==> config.mk <==
export PLATFORM = sky130hd
export DESIGN_NAME = tag_frame_sched
export DESIGN_NICKNAME = d
export VERILOG_FILES = /design/src/rtl/tag_sched_pkg.sv /design/src/rtl/tag_pend_slot.sv /design/src/rtl/tag_frame_sched.sv
export SDC_FILE = /design/constraint.sdc
export NUM_CORES = 1
export LEC_CHECK = 0
export BUFFER_PORTS_ARGS = -buffer_cell sky130_fd_sc_hd__buf_2
export CORE_ASPECT_RATIO = 1.1
export CORE_UTILIZATION = 55
export CTS_CLUSTER_DIAMETER = 200
export DETAILED_ROUTE_END_ITERATION = 12
export PLACE_DENSITY = 0.81
export REMOVE_ABC_BUFFERS = 1
export SETUP_SLACK_MARGIN = 0.15
export SYNTH_ARGS = -nofsm -noshare
export SYNTH_HDL_FRONTEND = slang
export SYNTH_SLANG_ARGS = --single-unit
==> constraint.sdc <==
create_clock -name clk -period 4.4 [get_ports clk]
set_input_delay 0.44 -clock clk [delete_from_list [all_inputs] [get_ports clk]]
set_output_delay 0.44 -clock clk [all_outputs]
set_load 0.01 [all_outputs]
==> src/rtl/tag_sched_pkg.sv <==
// Shared types and defaults for the tag frame scheduler: FSM state encoding,
// the tag marker byte and the default stream/tag/length widths.
package tag_sched_pkg;

    typedef enum logic [1:0] {
        ST_IDLE = 2'd0,
        ST_HDR  = 2'd1,
        ST_DATA = 2'd2
    } state_e;

    localparam logic [7:0] TAG_MARKER = 8'h5a;

    localparam int DEF_DATA_W = 64;
    localparam int DEF_TAG_W  = 256;
    localparam int DEF_LEN_W  = 16;
    localparam int OVF_W      = 16;

endpackage

==> src/rtl/tag_pend_slot.sv <==
// One-deep pending tag register. A write always wins over the held tag; a write
// onto a full slot that is not being drained in the same cycle counts as an overflow.
module tag_pend_slot
    import tag_sched_pkg::*;
#(
    parameter int TAG_W = DEF_TAG_W
) (
    input  logic             clk,
    input  logic             rst_n,
    input  logic             wr_i,
    input  logic             rd_i,
    input  logic [TAG_W-1:0] tag_i,
    output logic             full_o,
    output logic [TAG_W-1:0] tag_o,
    output logic [OVF_W-1:0] ovf_cnt_o
);

    logic             full_q, full_d;
    logic [TAG_W-1:0] tag_q, tag_d;
    logic [OVF_W-1:0] ovf_q, ovf_d;

    always_comb begin
        full_d = wr_i | (full_q & ~rd_i);
        tag_d  = wr_i ? tag_i : tag_q;
        ovf_d  = ovf_q;
        if (wr_i && full_q && !rd_i && (ovf_q != {OVF_W{1'b1}})) begin
            ovf_d = ovf_q + OVF_W'(1);
        end
    end

    // NOTE: state registers use non-blocking assignments so every flop samples pre-edge values.
    always_ff @(posedge clk or negedge rst_n) begin
        if (!rst_n) begin
            full_q <= 1'b0;
            tag_q  <= '0;
            ovf_q  <= '0;
        end else begin
            full_q <= full_d;
            tag_q  <= tag_d;
            ovf_q  <= ovf_d;
        end
    end

    assign full_o    = full_q;
    assign tag_o     = tag_q;
    assign ovf_cnt_o = ovf_q;

endmodule

==> src/rtl/tag_frame_sched.sv <==
// Per-CPI frame scheduler: emits the tag as a header burst, then passes frame_len ADC
// beats through with tlast. Optional TAG_HDR_CHECK_EN rejects tags without the marker byte.
module tag_frame_sched
    import tag_sched_pkg::*;
#(
    parameter int DATA_W = DEF_DATA_W,
    parameter int TAG_W  = DEF_TAG_W,
    parameter int LEN_W  = DEF_LEN_W
) (
    input  logic              clk,
    input  logic              rst_n,
    input  logic              enable,
    input  logic              tag_valid,
    input  logic [TAG_W-1:0]  tag_info,
    input  logic [LEN_W-1:0]  frame_len,
    input  logic [DATA_W-1:0] s_axis_tdata,
    input  logic              s_axis_tvalid,
    output logic              s_axis_tready,
    output logic [DATA_W-1:0] m_axis_tdata,
    output logic              m_axis_tvalid,
    output logic              m_axis_tlast,
    input  logic              m_axis_tready,
    output logic              busy,
    output logic              frame_done,
    output logic [OVF_W-1:0]  ovf_cnt
`ifdef TAG_HDR_CHECK_EN
    ,
    output logic              hdr_err
`endif
);

    localparam int HDR_BEATS = TAG_W / DATA_W;
    localparam int BEAT_W    = (HDR_BEATS > 1) ? $clog2(HDR_BEATS) : 1;

    state_e            state_q, state_d;
    logic [TAG_W-1:0]  tag_q, tag_d;
    logic [LEN_W-1:0]  len_q, len_d;
    logic [LEN_W-1:0]  cnt_q, cnt_d;
    logic [BEAT_W-1:0] beat_q, beat_d;
    logic              frame_done_q, frame_done_d;
`ifdef TAG_HDR_CHECK_EN
    logic              hdr_err_q, hdr_err_d;
`endif

    logic                              pend_full, pend_rd, pend_wr;
    logic [TAG_W-1:0]                  pend_tag, start_tag;
    logic                              start_req, tag_ok, last_hdr;
    logic [HDR_BEATS-1:0][DATA_W-1:0]  hdr_words;

    assign hdr_words = tag_q;

    // A queued tag always goes first; a live pulse starts directly only when the slot is empty.
    assign start_req = (state_q == ST_IDLE) && enable && (pend_full || tag_valid);
    assign start_tag = pend_full ? pend_tag : tag_info;
    assign pend_rd   = start_req && pend_full;
    assign pend_wr   = tag_valid && !(start_req && !pend_full);

`ifdef TAG_HDR_CHECK_EN
    assign tag_ok = (start_tag[TAG_W-1 -: 8] == TAG_MARKER);
`else
    assign tag_ok = 1'b1;
`endif

    assign last_hdr = (beat_q == BEAT_W'(HDR_BEATS - 1));

    tag_pend_slot #(
        .TAG_W (TAG_W)
    ) u_pend (
        .clk       (clk),
        .rst_n     (rst_n),
        .wr_i      (pend_wr),
        .rd_i      (pend_rd),
        .tag_i     (tag_info),
        .full_o    (pend_full),
        .tag_o     (pend_tag),
        .ovf_cnt_o (ovf_cnt)
    );

    // NOTE: every signal written here gets a default first, so no path can infer a latch.
    always_comb begin
        state_d       = state_q;
        tag_d         = tag_q;
        len_d         = len_q;
        cnt_d         = cnt_q;
        beat_d        = beat_q;
        frame_done_d  = 1'b0;
`ifdef TAG_HDR_CHECK_EN
        hdr_err_d     = 1'b0;
`endif
        m_axis_tdata  = '0;
        m_axis_tvalid = 1'b0;
        m_axis_tlast  = 1'b0;
        s_axis_tready = 1'b0;

        case (state_q)
            ST_IDLE: begin
                if (start_req) begin
                    if (tag_ok) begin
                        state_d = ST_HDR;
                        tag_d   = start_tag;
                        len_d   = frame_len;
                        beat_d  = '0;
                    end else begin
`ifdef TAG_HDR_CHECK_EN
                        hdr_err_d = 1'b1;
`endif
                    end
                end
            end

            ST_HDR: begin
                m_axis_tvalid = 1'b1;
                m_axis_tdata  = hdr_words[beat_q];
                m_axis_tlast  = last_hdr && (len_q == '0);
                if (m_axis_tready) begin
                    if (!last_hdr) begin
                        beat_d = beat_q + BEAT_W'(1);
                    end else if (len_q == '0) begin
                        state_d      = ST_IDLE;
                        frame_done_d = 1'b1;
                    end else begin
                        state_d = ST_DATA;
                        cnt_d   = '0;
                    end
                end
            end

            ST_DATA: begin
                // Pure pass-through; ready only reaches the ADC while this state holds.
                m_axis_tdata  = s_axis_tdata;
                m_axis_tvalid = s_axis_tvalid;
                s_axis_tready = m_axis_tready;
                m_axis_tlast  = (cnt_q == (len_q - LEN_W'(1)));
                if (s_axis_tvalid && m_axis_tready) begin
                    if (m_axis_tlast) begin
                        state_d      = ST_IDLE;
                        frame_done_d = 1'b1;
                    end else begin
                        cnt_d = cnt_q + LEN_W'(1);
                    end
                end
            end

            default: state_d = ST_IDLE;
        endcase
    end

    always_ff @(posedge clk or negedge rst_n) begin
        if (!rst_n) begin
            state_q      <= ST_IDLE;
            tag_q        <= '0;
            len_q        <= '0;
            cnt_q        <= '0;
            beat_q       <= '0;
            frame_done_q <= 1'b0;
`ifdef TAG_HDR_CHECK_EN
            hdr_err_q    <= 1'b0;
`endif
        end else begin
            state_q      <= state_d;
            tag_q        <= tag_d;
            len_q        <= len_d;
            cnt_q        <= cnt_d;
            beat_q       <= beat_d;
            frame_done_q <= frame_done_d;
`ifdef TAG_HDR_CHECK_EN
            hdr_err_q    <= hdr_err_d;
`endif
        end
    end

    assign busy       = (state_q != ST_IDLE);
    assign frame_done = frame_done_q;
`ifdef TAG_HDR_CHECK_EN
    assign hdr_err    = hdr_err_q;
`endif

endmodule

# [Word level (Yosys, flattened, before mapping)]
# Cells that the tools add are included.
[op_classes] add_sub_neg=4 n_mul=0 div_mod_pow=0 n_lt_le_gt_ge=1 eq_ne=13 shift=0 muxes=30 n_bitwise=3 n_reduce_logical=23
[ops] cell="$mux W256" n=1
[ops] cell="$bmux W64 S2" n=1
[ops] cell="$pmux W64 S2" n=1
[ops] cell="$mux W16" n=5
[ops] cell="$mux W64" n=1
[ops] cell="$add A16 B1 Y16 const B" n=2
[ops] cell="$pmux W16 S2" n=1
[ops] cell="$mux W2" n=9
[ops] cell="$eq A16 B16 Y1" n=1
[ops] cell="$logic_not A16 Y1" n=1
[ops] cell="$ne A16 B16 Y1 const B" n=1
[ops] cell="$ne A2 B2 Y1 const B" n=8
[ops] cell="$sub A16 B1 Y16 const B" n=1
[ops] cell="$logic_and A1 B1 Y1" n=10
[ops] cell="$mux W1" n=6
[ops] cell="$pmux W1 S2" n=3
[ops] cell="$pmux W2 S3" n=1
[ops] cell="$reduce_and A6 Y1" n=1
[ops] cell="$reduce_bool A2 Y1" n=3
[ops] cell="$reduce_and A5 Y1" n=1
[ops] cell="$eq A2 B2 Y1 const B" n=2
[ops] cell="$pmux W2 S2" n=1
[ops] cell="$reduce_and A4 Y1" n=1
[ops] cell="$logic_not A1 Y1" n=3
[ops] cell="other kinds (9)" n=9
[totals] regBits=566 latch_bits=0 ramBits=0 mem_bits_ro=0 input_bits=342 output_inout_bits=85 elab_cells=83 mem_count=0

# [Depth between registers and ports, before layout]
# Gate-level depths: netlist of run 1.
[depth] word_depth=9 depth_mapped=11 mapped_depth_nobuf=10

# [Cells and area by module]
# Synthesis of run 1 repeated with hierarchy kept, for this count alone.
[hier_totals] hier_cells=2069 area_unflattened_um2=26853.3
[by_module_without_submodules] module="tag_frame_sched" instances=1 cells_each=1447 area_per_inst_um2=16517.1 seq_area_each_um2=7332.0
[by_module_without_submodules] module="tag_pend_slot" instances=1 cells_each=622 area_per_inst_um2=10336.2 seq_area_each_um2=6831.6

# [Worst setup path after synthesis of run 1]
# OpenSTA, ideal clock, no wires.
[synth_path] kind="reg2out" start="register len_q[3]" end="output m_axis_tlast" arrival_time_ps=3226 required_time_ps=3960 path_slack_ps=734 path_stages_with_launch=10 n_path_buf=1 path_cell_list="dfrtp_1 buf_6 or4_4 nor4_1 mux2_2 o211a_1 or4_4 nor3_1 nand2_1 a21boi_0"
[synth_via] elab_chain_len=3 elab_cells_between_ends=5 cone_classes="1 x add/sub; 1 x eq/ne; 1 x mux; 2 x reduce/logical"
[synth_rtl] element="start: declaration" line="tag_frame_sched.sv:37" rtl="logic [LEN_W-1:0] len_q, len_d;"
[synth_rtl] element="start signal: assignment" line="tag_frame_sched.sv:162" rtl="len_q <= len_d;"
[synth_rtl] element="$sub A16 B1 Y16 or $logic_not A16 Y1 (tied branches)" line="tag_frame_sched.sv:133, tag_frame_sched.sv:114"
[synth_rtl] element="$eq A16 B16 Y1 or $logic_and A1 B1 Y1 (tied branches)" line="tag_frame_sched.sv:133, tag_frame_sched.sv:114"
[synth_rtl] element="$pmux W1 S2 *" line="tag_frame_sched.sv:95" rtl="case (state_q)"
[synth_rtl] element="end: declaration" line="tag_frame_sched.sv:21" rtl="output logic m_axis_tlast,"
# Every way passes the cells marked *; elsewhere a longest branch is shown, timed or not.

# [Final worst setup path of run 1]
[layout_path] start="register len_q[4]" end="output m_axis_tlast"
# The elaborated chain is that of the path after synthesis.

==> flow_summary.yaml, run 1 <==
die:
  pin_count: 427
  fp.dieW_um: 215
  initial_core_util_pct: 55.9
  row_count: 85
  die_h_um: 236
  coreArea_mm2: 0.0491
  fp.dieArea_mm2: 0.0509
cts:
  cts_tree: "built"
  h-tree-depth: 2
  clk_latency_ns: 0.62
  root_buffer: "clkbuf_16"
  clock_sink_count: 566
  clockBufferDepth: 3
  clkTransAtPathRegs_ns: 0.06
  cts_buffers: 58
critical_path:
  path_max_fanout: 8
  path_class: "reg2out"
  required_ns: 3.96
  worst_setup_path_end_kind: "primary output"
  startpoint_type: "flop"
  worst_ep_arrival_time_ns: 3.65
sta:
  slew_violations: 0
  layout_setup_ws_ns: 0.306
  relSlewSlack_pct: 21.1
  rsz0062_at_grt: "no"
  setup_viol_count_final: 0
  period_needed_ns: 4.09
  fin_crit_sh_pct: 93.1
  hold_viol: 0
  clock_skew_ns: 0.0210
  fmax_ghz: 0.244
  tightest_slew_ns: 1.18
grt:
  overflow: 0
  grt_pass1_wl_mm: 119
  grt_max_degree: 196
  grt_usage_pct: 29.2
  grt_antenna_before_repair: 46
  grt_pass1_vias: 22400
yosys:
  yosysTopAreaCellShare_pct: 51.5
  ys_warn_count: 0
  avgSynthCellArea_um2: 10.8
  ys.flop_type: "dfrtp_1"
  syn_inst: 2541
  ys_seq_area_share_pct: 51.5
  postSynth.asyncResetShare_pct: 100
  ys_seq_elements: 566
  yosys.cell_count.top_type: "dfrtp_1"
  yosys-top-cells-count: "dfrtp_1 (566), nand2_1 (277), mux2_2 (260)"
  synth_edf_count: 0
  yosysUniqueCellTypes: 65
  synth_top_area_cell: "dfrtp_1"
  netlist_top_cells_area: "dfrtp_1 (52%), mux2_2 (11%), mux4_2 (5.2%), a31oi_1 (4.7%), and2_1 (4.7%)"
  netlist_area_mm2: 0.0275
worst_hold_path:
  hold_path_class: "in2reg"
placement:
  io_buffers: 426
  detailed_place_hpwl_mm: 45.9
  place_congestion: 0.863
  dp_slack_ns: 0.593
run:
  drv_cap: 0
route:
  wirelength_mm: 74.5
  vias_per_cell: 6.19
  drcViolationCount: 0
  ant_nets: 0
  drt_iter0_drc: 2023
  vias: 22000
  drtPass1Iterations: 5
  wl_per_cell_um: 20.9
cells_and_area:
  final_util_pct: 65.4
  areaGrowthSynthToFinish_pct: 17.0
  drive_gt1_share_pct: 31.4
  fin_nets: 3184
pwr:
  p_per_area_mw_per_mm2: 377
  peakVddDrop_mv: 0.308
  p_leak_uw: 0.0142
run_status:
  status: "completed"
==> power breakdown <==
part / internal (uW) / leakage [uW] / switching (uW)
clock: 3050 / 0.000971 / 2060
combinational: 678 / 0.00602 / 640
sequential: 5490 / 0.00720 / 198
total: 9220 / 0.0142 / 2900
==> critical path, cell delays in order, from the launching register on <==
cell	delay [ns]
dfrtp_2	0.45
or4_4	0.57
o41a_1	0.38
a2111o_1	0.38
o211a_1	0.13
or4_4	0.57
nor3_4	0.15
nand2_1	0.09
a21boi_2	0.18
buf_2	0.16
==> cell type report <==
class / count / area, um^2
timing repair buffer: 462 / 2550
clock inverter: 20 / 298
inverter: 16 / 67.6
antenna: 29 / 72.6
sequential: 566 / 14200
multi-input combinational: 1731 / 12500
tap: 652 / 816
fill: 3801 / 17000
clock buffer: 84 / 1680
==> routing by layer <==
metal | track usage (%) | part of all wire [%] | vias to the layer above
met5 | 0 | 0.31 | -
met4 | 10.7 | 2.9 | 38
met3 | 7.78 | 7.4 | 171
met2 | 47.5 | 49 | 767
met1 | 37.5 | 40 | 11200
li1 | - | - | 9883
==> flip-flops by register name, indices dropped and copies added, names as in the netlist <==
name              count
len_q                16
state_q               2
hdr_words           256
u_pend.full_o         1
beat_q                2
u_pend.tag_o        256
frame_done            1
u_pend.ovf_cnt_o     16
cnt_q                16
==> cells by family (layout without fill, tap and decap cells) <==
family          count (synthesis)  in the layout  synth area share (%)
buf+inv                       244            582                  3.40
compound gates                702            702                  15.3
other cells                     0             29                     0
simple gates                  662            662                  12.3
fa+ha+maj                       8              8                 0.355
flops                         566            566                  51.5
mux                           331            331                  16.2
xor+xnor                       28             28                 0.942
==> stage by stage <==
stage               total power (uW)  instances  area [um^2]  TNS [ns]  hold WS (ns)
floorplan                       6570       2313        26600  -4124.64         0.144
global placement                7000       3424        30000         0         0.455
detailed placement              7090       3424        30000         0         0.465
CTS                            12200       3529        32000         0        0.0109
global route                   12500       3550        32100         0        0.0191
finish                         12100       3560        32100         0        0.0410
==> final timing paths <==
| check | startpoint | endpoint | slack, ns | depth (start not counted) |
|---|---|---|---|---|
| max in group asynchronous | rst_n | u_pend.tag_o[238]$_DFFE_PN0P_ | 2.79 | 4 |
| min in group asynchronous | rst_n | u_pend.ovf_cnt_o[13]$_DFFE_PN0P_ | 0.46 | 2 |
| max | len_q[4]$_DFFE_PN0P_ | m_axis_tlast | 0.31 | 9 |
| max reg2reg | len_q[4]$_DFFE_PN0P_ | state_q[0]$_DFFE_PN0P_ | 0.77 | 8 |
| min reg2reg | hdr_words[39]$_DFFE_PN0P_ | hdr_words[39]$_DFFE_PN0P_ | 0.47 | 2 |
| min | frame_len[12] | len_q[12]$_DFFE_PN0P_ | 0.04 | 3 |
==> what timing repair did <==
| item | in CTS | in global routing |
|---|---|---|
| pin swaps | 0 | 1 |
| hold buffers | 1 | 0 |
| resized for setup | 4 | 5 |
| buffers inserted | 0 | 2 |
| hold endpoints to repair | 95 | 0 |
| setup endpoints to repair | 1 | 1 |
| gates cloned | 0 | 0 |
==> cells in the final DEF, fill, tap and decap left out, drive strengths merged, types with 69 or more instances in the layout <==
cell type,count
a21oi,70
a31oi,205
and2,205
buf,460
clkbuf,85
dfrtp,566
mux2,260
nand2,277
nor2b,69
o21ai,215
o22ai,110
Note: power is estimated with default switching activity, not from simulation.
==> inputs of run 2 (changes only) <==
Clock period 4.4 ns to 4.5 ns, I/O delays scaled along.
==> run 2 against run 1 <==
Effect of this change: sequential share of layout area increased by 0.16 points; final area shrank 0.35%; wire length grew 1.1%; power shrank 3.8%; die area stayed put; critical path type unchanged.
==> flow_summary.yaml, run 2 (synthesis gave the netlist of run 1 again) <==
cells_and_area:
  fillers: 3803
  fin_area_mm2: 0.0320
  fin_nets: 3185
  final_common_cell: "dfrtp_1"
  areaGrowthSynthToFinish_pct: 16.5
  drive_gt1_share_pct: 31.5
  mostFrequentLayoutCells: "dfrtp_1 (561), buf_2 (424), nand2_1 (274)"
sta:
  whs_ns: 0.0394
  slew_violations: 0
  tightest_slew_ns: 1.18
  clock_skew_ns: 0.0198
  relSlewSlack_pct: 21.0
  fin_setup_tns_ns: 0
  fmax_ghz: 0.239
  period_needed_ns: 4.19
  setup_viol_count_final: 0
  layout_setup_ws_ns: 0.312
  fin_crit_sh_pct: 93.1
  hold_viol: 0
  rsz0062_at_grt: "no"
cts:
  root_buffer: "clkbuf_16"
  clk_latency_ns: 0.61
  clkTransAtPathRegs_ns: 0.06
  cts_tree: "built"
  clockBufferDepth: 3
  cts_buffers: 57
  clock_sink_count: 566
  h-tree-depth: 2
critical_path:
  path_max_fanout: 6
  worst_setup_path_end_kind: "primary output"
  path_class: "reg2out"
  startpoint_type: "flop"
  worst_ep_arrival_time_ns: 3.74
  required_ns: 4.05
pwr:
  p_per_area_mw_per_mm2: 364
  peakVddDrop_mv: 0.304
  p_leak_uw: 0.0142
placement:
  io_buffers: 426
  detailed_place_hpwl_mm: 46.2
  dpl-instance-area_mm2: 0.0300
  dp_slack_ns: 0.638
  place_congestion: 0.845
route:
  drcViolationCount: 0
  ant_nets: 0
  wirelength_mm: 75.3
  wl_per_cell_um: 21.2
  vias: 22000
  vias_per_cell: 6.18
  drtPass1Iterations: 6
  drt_iter0_drc: 2106
grt:
  grt_pass1_vias: 22400
  grt_max_degree: 167
  grt_antenna_before_repair: 30
  overflow: 0
  grt_pass1_wl_mm: 119
  grt_usage_pct: 29.2
run:
  drv_cap: 0
die:
  pin_count: 427
  fp.dieW_um: 215
  coreArea_mm2: 0.0491
  fp.dieArea_mm2: 0.0509
  die_h_um: 236
  row_count: 85
  initial_core_util_pct: 55.9
run_status:
  status: "completed"
worst_hold_path:
  hold_path_class: "in2reg"
[run 2: cell types whose count changed in the layout (fill, tap and decap cells not counted), moves of 3 or more]
cell	change
diode_2	-6
bufinv_16	-5
clkbuf_8	+6
buf_12	-3
buf_4	+5
[run 2: area by class of cell]
cell class | instances | area (um^2) | share of cell area, %
Timing Repair Buffer | 464 | 2530 | 7.89
Sequential cell | 566 | 14200 | 44.3
Antenna cell | 23 | 57.6 | 0.180
Clock inverter | 15 | 133 | 0.414
Clock buffer | 90 | 1780 | 5.57
Tap cell | 652 | 816 | 2.55
Inverter | 16 | 67.6 | 0.211
Multi-Input combinational cell | 1731 | 12500 | 38.9
[run 2: what timing repair did]
action,CTS,global route
hold buffers,1,0
setup endpoints to repair,1,1
endpoints found under the hold margin,97,0
resized for setup,3,4
pin swaps,0,1
setup buffers,1,3
[run 2: path summary, 6_finish.rpt]
check	start	to	slack (ns)	depth (start not counted)
hold / removal	frame_len[12]	len_q[12]$_DFFE_PN0P_	0.04	3
max in group asynchronous	rst_n	len_q[3]$_DFFE_PN0P_	2.75	3
setup reg to reg	len_q[4]$_DFFE_PN0P_	cnt_q[4]$_DFFE_PN0P_	0.98	8
setup / recovery	len_q[4]$_DFFE_PN0P_	m_axis_tlast	0.31	10
min in group asynchronous	rst_n	u_pend.ovf_cnt_o[0]$_DFFE_PN0P_	0.50	2
hold reg to reg	hdr_words[239]$_DFFE_PN0P_	hdr_words[239]$_DFFE_PN0P_	0.47	2
[run 2: worst max-delay path, cell delays in order (launching register included)]
cell and delay (ns):
dfrtp_2 0.44, or4_4 0.56, o41a_1 0.39, a2111o_1 0.38
o211a_1 0.14, or4_4 0.56, nor3_2 0.12, buf_4 0.16
nand2_1 0.06, a21boi_2 0.17, buf_2 0.15
[run 2: power by group]
part | internal [uW] | total [uW] | switching [uW]
Combinational | 660 | 1290 | 628
Sequential | 5370 | 5560 | 190
Clock | 2820 | 4810 | 1990
[run 2: layer usage]
metal | vias to the layer above | GRT usage [%] | part of all wire, %
li1 | 9828 | - | -
met1 | 11200 | 37.9 | 40
met2 | 810 | 48.9 | 50
met3 | 146 | 6.53 | 7.2
met4 | 24 | 9.48 | 2.6
met5 | - | 0 | 0.18
[run 2: per-stage QoR]
step	instances	utilization (%)	power [uW]
after global routing	3546	65.1	12100
after CTS	3531	65.0	11700
final	3557	65.2	11700
after global placement	3424	61.1	6840
after floorplan	2313	-	6430
after detailed placement	3424	61.1	6930
